===== src/rtl/ntru_sample_iid_stream.sv =====
// Ternary message sampler: reduces random bytes mod 3 into the 701-coefficient
// polynomial m, then replays m as a gapless two-coefficient-per-cycle stream.
module ntru_sample_iid_stream #(
    parameter int NTRU_N   = 701,
    parameter int M_BITS   = 1402,
    parameter int PAIRS    = 351,
    parameter int CNT_BITS = 9
) (
    input  logic              clk,
    input  logic              rst,
    input  logic              start,
    input  logic [15:0]       rnd_data,
    input  logic              rnd_valid,
    output logic              rnd_ready,
    output logic [3:0]        m_out,
    output logic              m_en,
    output logic [M_BITS-1:0] m_poly,
    output logic              busy,
    output logic              done,
    output logic [1:0]        dbg_state_o
);

    localparam logic [CNT_BITS-1:0] LAST_K = CNT_BITS'((NTRU_N - 1) / 2 - 1);
    localparam logic [CNT_BITS-1:0] LAST_J = CNT_BITS'(PAIRS - 1);

    typedef enum logic [1:0] {
        S_IDLE   = 2'd0,
        S_FILL   = 2'd1,
        S_STREAM = 2'd2,
        S_DONE   = 2'd3
    } state_t;

    state_t              state_q;
    logic [CNT_BITS-1:0] k_q;
    logic [CNT_BITS-1:0] j_q;
    logic [M_BITS-1:0]   poly_q;
    logic [M_BITS+1:0]   poly_pad;
    logic [3:0]          pair_d;

    // Byte mod 3 via base-4 digit sum (4 == 1 mod 3); result is already the
    // ternary code: 0 -> 00, 1 -> 01, 2 -> 10.
    function automatic logic [1:0] trit_of_byte(input logic [7:0] b);
        logic [3:0] s1;
        logic [2:0] s2;
        logic [1:0] r;
        s1 = 4'(b[1:0]) + 4'(b[3:2]) + 4'(b[5:4]) + 4'(b[7:6]);
        s2 = 3'(s1[1:0]) + 3'(s1[3:2]);
        if (s2 >= 3'd6) begin
            r = 2'(s2 - 3'd6);
        end else if (s2 >= 3'd3) begin
            r = 2'(s2 - 3'd3);
        end else begin
            r = s2[1:0];
        end
        return r;
    endfunction

    assign pair_d = {trit_of_byte(rnd_data[15:8]), trit_of_byte(rnd_data[7:0])};

    // Handshake: a beat of rnd_data transfers on a rising edge where
    // rnd_valid && rnd_ready; rnd_ready depends only on the state register.
    always_ff @(posedge clk) begin
        if (rst) begin
            state_q <= S_IDLE;
            k_q     <= '0;
            j_q     <= '0;
            poly_q  <= '0;
        end else begin
            case (state_q)
                S_IDLE: begin
                    if (start) begin
                        state_q <= S_FILL;
                        k_q     <= '0;
                        j_q     <= '0;
                        poly_q  <= '0;
                    end
                end
                S_FILL: begin
                    if (rnd_valid) begin
                        poly_q[{k_q, 2'b00} +: 4] <= pair_d;
                        if (k_q == LAST_K) begin
                            poly_q[M_BITS-1 -: 2] <= 2'b00;
                            j_q     <= '0;
                            state_q <= S_STREAM;
                        end else begin
                            k_q <= k_q + 1'b1;
                        end
                    end
                end
                S_STREAM: begin
                    j_q <= j_q + 1'b1;
                    if (j_q == LAST_J) begin
                        state_q <= S_DONE;
                    end
                end
                default: begin
                    state_q <= S_IDLE;
                end
            endcase
        end
    end

    // The final beat reads coeff 700 plus a zero pad beyond the polynomial.
    assign poly_pad    = {2'b00, poly_q};
    assign rnd_ready   = (state_q == S_FILL);
    assign m_en        = (state_q == S_STREAM);
    assign busy        = (state_q != S_IDLE);
    assign done        = (state_q == S_DONE);
    assign m_poly      = poly_q;
    assign m_out       = m_en ? poly_pad[{j_q, 2'b00} +: 4] : 4'b0000;
    assign dbg_state_o = state_q;

endmodule


===== config.mk =====
export PLATFORM = sky130hd
export DESIGN_NAME = ntru_sample_iid_stream
export DESIGN_NICKNAME = d
export VERILOG_FILES = /design/src/rtl/ntru_sample_iid_stream.sv
export SDC_FILE = /design/constraint.sdc
export NUM_CORES = 2
export LEC_CHECK = 0
export CORE_AREA = 2 2 561 563
export CTS_CLUSTER_DIAMETER = 40
export DETAILED_ROUTE_END_ITERATION = 6
export DIE_AREA = 0 0 563 565
export GPL_TIMING_DRIVEN = 0
export PLACE_DENSITY = 0.38
export SYNTH_ARGS = -nofsm -noshare
export SYNTH_HDL_FRONTEND = slang
export SYNTH_SLANG_ARGS = --single-unit

===== constraint.sdc =====
create_clock -name clk -period 8.5 [get_ports clk]
set_input_delay 2.55 -clock clk [delete_from_list [all_inputs] [get_ports clk]]
set_output_delay 2.55 -clock clk [all_outputs]
set_load 0.01 [all_outputs]

* Yosys cells after proc, flatten, opt, wreduce, memory -nomap -nowiden *
Index checks and enable logic that the tools add are counted.

operators by class
  $add $sub $neg = 15
  magnitude comparators = 4
  eq/ne operators = 10
  shifts and indexed selects = 3
  mux-type cells = 22
  reductions and logical operators = 8

operator list
  kind                                                                        number
  1402-bit two-way mux                                                        2
  1402-bit one-hot mux with 2 select lines                                    1
  1404-bit by 12-bit variable part select with 4-bit output                   1
  1402-bit bitwise mux                                                        1
  4-bit by 13-bit variable shift with 1402-bit output (first input constant)  1
  4-bit by 13-bit variable part select with 1402-bit output                   1
  9-bit two-way mux                                                           5
  9-bit one-hot mux with 3 select lines                                       1
  9-bit by 1-bit adder with 9-bit output (second input constant)              2
  9-bit equality test (second input constant)                                 2
  2-bit two-way mux                                                           9
  9-bit one-hot mux with 2 select lines                                       1
  11-bit negation with 13-bit output                                          1
  2-bit by 2-bit adder with 3-bit output                                      4
  4-bit AND reduction                                                         3
  3-bit by 2-bit adder with 4-bit output                                      2
  4-bit by 2-bit adder with 4-bit output                                      2
  2-bit subtractor (second input constant)                                    4
  3-bit by 2-bit >= comparator with 1-bit output (second input constant)      2
  3-bit >= comparator (second input constant)                                 2
  2-bit inequality test (second input constant)                               3
  2-bit one-hot mux with 3 select lines                                       1
  2-bit equality test (second input constant)                                 2
  4-bit two-way mux                                                           1
  other kinds (6)                                                             8

word-level totals
  register bits = 1422
  input bits = 20

* Logic depth before layout (Yosys ltp) *
  depth in word-level cells = 12
  gate-level depth with buffers = 19

* Worst setup path before layout *
OpenSTA, ideal clock, no wires.

  kind = input to register
  start = input rnd_data[9]
  end = register poly_q[986], in the netlist m_poly[986]
  library setup time = 0.070 ns
  arrival time = 6.867 ns
  data required time = 8.430 ns
  slack = 1.563 ns
  stages = 14
  cells stage by stage = fa_1 > fa_1 > ha_1 > fa_1 > ha_1 > fa_1 > ha_1 > or3_1 > a31o_2 > clkbuf_1 > nor2_1 > clkbuf_1 > nand4_1 > a21oi_1

on the way
  longest elaborated chain between the ends = 11
  elaborated cells between the ends (all ways) = 14
  classes of those cells = add/sub: 6; order compare: 2; shift: 1; mux: 5

RTL lines
  item                                                                                       RTL line  text
  start: declaration                                                                         12        input logic [15:0] rnd_data,
  2-bit by 2-bit adder with 3-bit output *                                                   46        s1 = 4'(b[1:0]) + 4'(b[3:2]) + 4'(b[5:4]) + 4'(b[7:6]);
  3-bit by 2-bit adder with 4-bit output *                                                   46
  4-bit by 2-bit adder with 4-bit output *                                                   46
  2-bit by 2-bit adder with 3-bit output *                                                   47        s2 = 3'(s1[1:0]) + 3'(s1[3:2]);
  3-bit by 2-bit >= comparator with 1-bit output / 2-bit subtractor (equally long branches)  50, 51
  2-bit two-way mux                                                                          50        end else if (s2 >= 3'd3) begin
  2-bit two-way mux *                                                                        48        if (s2 >= 3'd6) begin
  4-bit by 13-bit variable part select with 1402-bit output *                                80        poly_q[{k_q, 2'b00} +: 4] <= pair_d;
  1402-bit bitwise mux *                                                                     80
  1402-bit two-way mux *                                                                     79        if (rnd_valid) begin
  1402-bit one-hot mux with 2 select lines *                                                 69        case (state_q)
  end signal: indexed assignment                                                             80
  end: declaration                                                                           36        logic [M_BITS-1:0] poly_q;

Every way passes the cells marked *; elsewhere a longest branch is shown, timed or not. The select of a mux whose other input is x is not followed.
A chain may end at the register's enable or synchronous reset.

* Final worst setup path *
  start = register j_q[2]
  end = output m_out[0]

on the way
  longest elaborated chain between the ends = 2

RTL lines
  item                                                       RTL line  text
  start: declaration                                         35        logic [CNT_BITS-1:0] j_q;
  start signal: assignment                                   91        j_q <= j_q + 1'b1;
  1404-bit by 12-bit variable part select with 4-bit output  110       assign m_out = m_en ? poly_pad[{j_q, 2'b00} +: 4] : 4'b0000;
  4-bit two-way mux                                          110
  end: declaration                                           15        output logic [3:0] m_out,

Every way passes these cells.

==> impl_metrics.py <==
metrics = {
    "synth": {
        "ys.flop_type": "dfxtp_1",
        "synthAdderAreaFrac": 0.007126,
        "synth.net_count": 6914,
        "synth_compound_area_frac": 0.2423,
        "yosys_register_bits": 1422,
        "syn_area_per_cell_sq_um": 9.466,
        "synth_xor_area_frac": 0.002157,
        "seq_area_frac_synth": 0.4382,
        "ys_top_cells_by_count": "nor2_1 (1615), dfxtp_1 (1422), a22oi_1 (966)",
        "synth-simple-area-share": 0.1428,
        "syn_area_sq_um": 64960,
        "async_reset_ff_frac": 0,
        "synthMuxAreaShare": 0.1287,
        "synth_edf_count": 0,
        "ys_types": 87,
        "synth_top_area_frac": 0.4382,
        "yosys.area.top_type": "dfxtp_1",
        "yosysMostFrequentCell": "nor2_1",
        "synthCells": 6863,
        "synthTopCellsByArea": "dfxtp_1 (44%), a22oi_1 (11%), mux4_2 (10%)",
        "yosys_warnings": 0,
        "synth_top_family_by_area": "compound AO/OA/AOI/OAI gates",
    },
    "pwr": {
        "pwr_density_cell_nw_per_um2": 319.6,
        "p_leak_uw": 0.03410,
        "ir_worst_vdd_mv": 0.3035,
    },
    "timing": {
        "holdWs_ps": 502.0,
        "slew_violations": 318,
        "setup_viol": 198,
        "finalHoldViolCount": 0,
        "fmax_mhz": 112.4,
        "worst_pin_slew_ps": 1759,
        "worst_slack_ps": -392.9,
        "min_period_over_period": 1.046,
        "fin_skew_ps": 65.86,
        "fin_crit_ps": 8893,
        "relSlewSlack": -0.1726,
        "grt_setup_unrepaired": "true",
    },
    "clocking": {
        "cts_tree": "done",
        "clockBufferDepth": 4,
        "cts_max_level": 5,
        "cts.reportedPaths.clkPinSlew_ps": 50,
        "clockRootBuffer": "clkbuf_16",
        "cts_setup_buffers": 0,
        "cts_inserted_buffers": 333,
        "clock_latency_ps": 980,
        "hold_buffers": 0,
        "clock_sinks": 1422,
    },
    "route": {
        "via_per_inst": 6.605,
        "wire_per_inst_um": 62.39,
        "drc": 8,
        "drt_iter0_markers": 18310,
        "vias": 88160,
        "wl_mm": 832.8,
        "antenna_left": 0,
        "dr.pass1.iters": 7,
    },
    "min_path": {
        "hp-class": "register to register",
    },
    "setup_path": {
        "required_ps": 5950,
        "crit_fanout": 10,
        "path_class": "register to output port",
        "start_kind": "register",
        "worstPathArrival_ps": 6340,
        "cp-end-kind": "output port",
    },
    "grt": {
        "grt_pass1_vias": 76490,
        "grt-ovfl-total": 0,
        "grt_first_pass_wirelength_mm": 999.5,
        "gr-usage-met3": 0.2432,
        "use_met2": 0.6816,
        "grt_max_degree": 14,
        "antenna_found_initial": 185,
        "grt.met1_usage": 0.5886,
        "grtUsageTotal": 0.5017,
        "grt_most_used_layer": "met2",
    },
    "layout": {
        "area_growth_pct": 56.34,
        "drive_gt1_frac": 0.1769,
        "nets": 8834,
        "final_cells": 13350,
        "nFillCells": 32300,
    },
    "place": {
        "place_hpwl_mm": 660.8,
        "dpl.cell_count": 12590,
        "portBuffers": 1431,
        "place_congestion": 1.069,
    },
    "floorplanning": {
        "placementRows": 205,
        "core_area_sq_um": 311400,
        "start_util": 0.2086,
        "dieArea_sq_um": 318100,
        "die_y_um": 565,
        "boundaryPins": 1432,
        "die_w_um": 563,
    },
    "run": {
        "cap_viol_max_count": 42,
    },
    "status": {
        "violations": "DRC, capacitance limit, slew limit, setup timing",
        "status": "finished, violations left",
    },
}
## power by group
| group | switching, uW | internal (uW) |
|---|---|---|
| clock network | 4850 | 9180 |
| registers | 31.4 | 6690 |
| logic | 9740 | 1960 |
## critical path: stages, from the launching register on
cell	delay, ps
dfxtp_4	540
clkinv_4	310
buf_4	380
clkbuf_4	400
buf_12	260
clkbuf_2	370
buf_12	280
nor3_1	450
nand4b_1	480
a311o_1	410
a221oi_2	100
o31ai_4	610
clkdlybuf4s50_1	660
## registers in the layout, indices dropped and copies added (netlist names)
name / flops
m_poly: 1402
j_q: 9
k_q: 9
dbg_state_o: 2
## cells by family (layout without fill, tap and decap cells)
kind of cell    Yosys count  after routing
simple gates           2196           2196
compound gates         2110           2110
flops                  1422           1422
buf+inv                 635           2830
mux                     453            453
fa+ha+maj                31             31
xor+xnor                 16             16
other cells               0            150
## area by class of cell
class / count / area [sq um] / share of cell area
sequential: 1422 / 28470 / 0.2803
timing repair buffer: 1589 / 17400 / 0.1713
inverter: 29 / 113.9 / 0.001121
clock inverter: 179 / 2678 / 0.02636
buffer: 602 / 3263 / 0.03213
tap: 4140 / 5180 / 0.05100
multi-input combinational: 4806 / 34850 / 0.3431
antenna: 150 / 375.4 / 0.003696
clock buffer: 431 / 9231 / 0.09089
## final timing paths
| check | slack, ps | from | end | depth (start not counted) |
|---|---|---|---|---|
| max | -390 | j_q[2] | m_out[0] | 12 |
| min reg2reg | 500 | m_poly[1308] | m_poly[1308] | 1 |
| max reg2reg | 270 | k_q[0] | m_poly[1227] | 11 |
| min | 500 | m_poly[1308] | m_poly[1308] | 1 |
## cell usage in the layout, fill, tap and decap left out, drive strengths merged, types with 53 or more instances in the layout
| master | netlist | layout |
|---|---|---|
| nor2 | 1615 | 1615 |
| clkdlybuf4s50 | 0 | 1431 |
| dfxtp | 1422 | 1422 |
| a22oi | 966 | 966 |
| clkbuf | 465 | 891 |
| buf | 141 | 300 |
| mux4 | 299 | 299 |
| a21oi | 298 | 298 |
| a32oi | 236 | 236 |
| nand2 | 227 | 227 |
| diode | 0 | 150 |
| a22o | 144 | 144 |
| a31oi | 132 | 132 |
| nor3 | 118 | 118 |
| mux2i | 88 | 88 |
| clkinv | 2 | 82 |
| mux2 | 66 | 66 |
| o21ai | 53 | 53 |
## metrics by stage
| step | cell area (sq um) | setup TNS (ps) | total power, uW | utilization | setup slack [ps] |
|---|---|---|---|---|---|
| 4_1_cts | 101000 | -143.4 | 31200 | 0.3243 | -77.05 |
| 3_5_place_dp | 88170 | -723850 | 17220 | 0.2832 | -2483 |
| 3_3_place_gp | 84470 | -2154090 | 16450 | 0.2713 | -5243 |
| 5_1_grt | 101300 | -3141 | 31810 | 0.3252 | -267.6 |
| 6_report | 101600 | -23160 | 32460 | 0.3262 | -392.9 |
| 2_1_floorplan | 64960 | 0 | 9874 | - | 1563 |
## per-layer routing
layer | wire (um) | vias up
met2 | 326600 | 9895
met1 | 308100 | 45270
met3 | 117500 | 2541
li1 | - | 30380
met4 | 79200 | 72
met5 | 1416 | -
## what timing repair did
item                       CTS  global route
setup endpoints to repair  198           134
gates cloned                 0             0
resized for setup          255            63
pin swaps                    2             3
No activity file was read; power rests on OpenSTA's default activity.
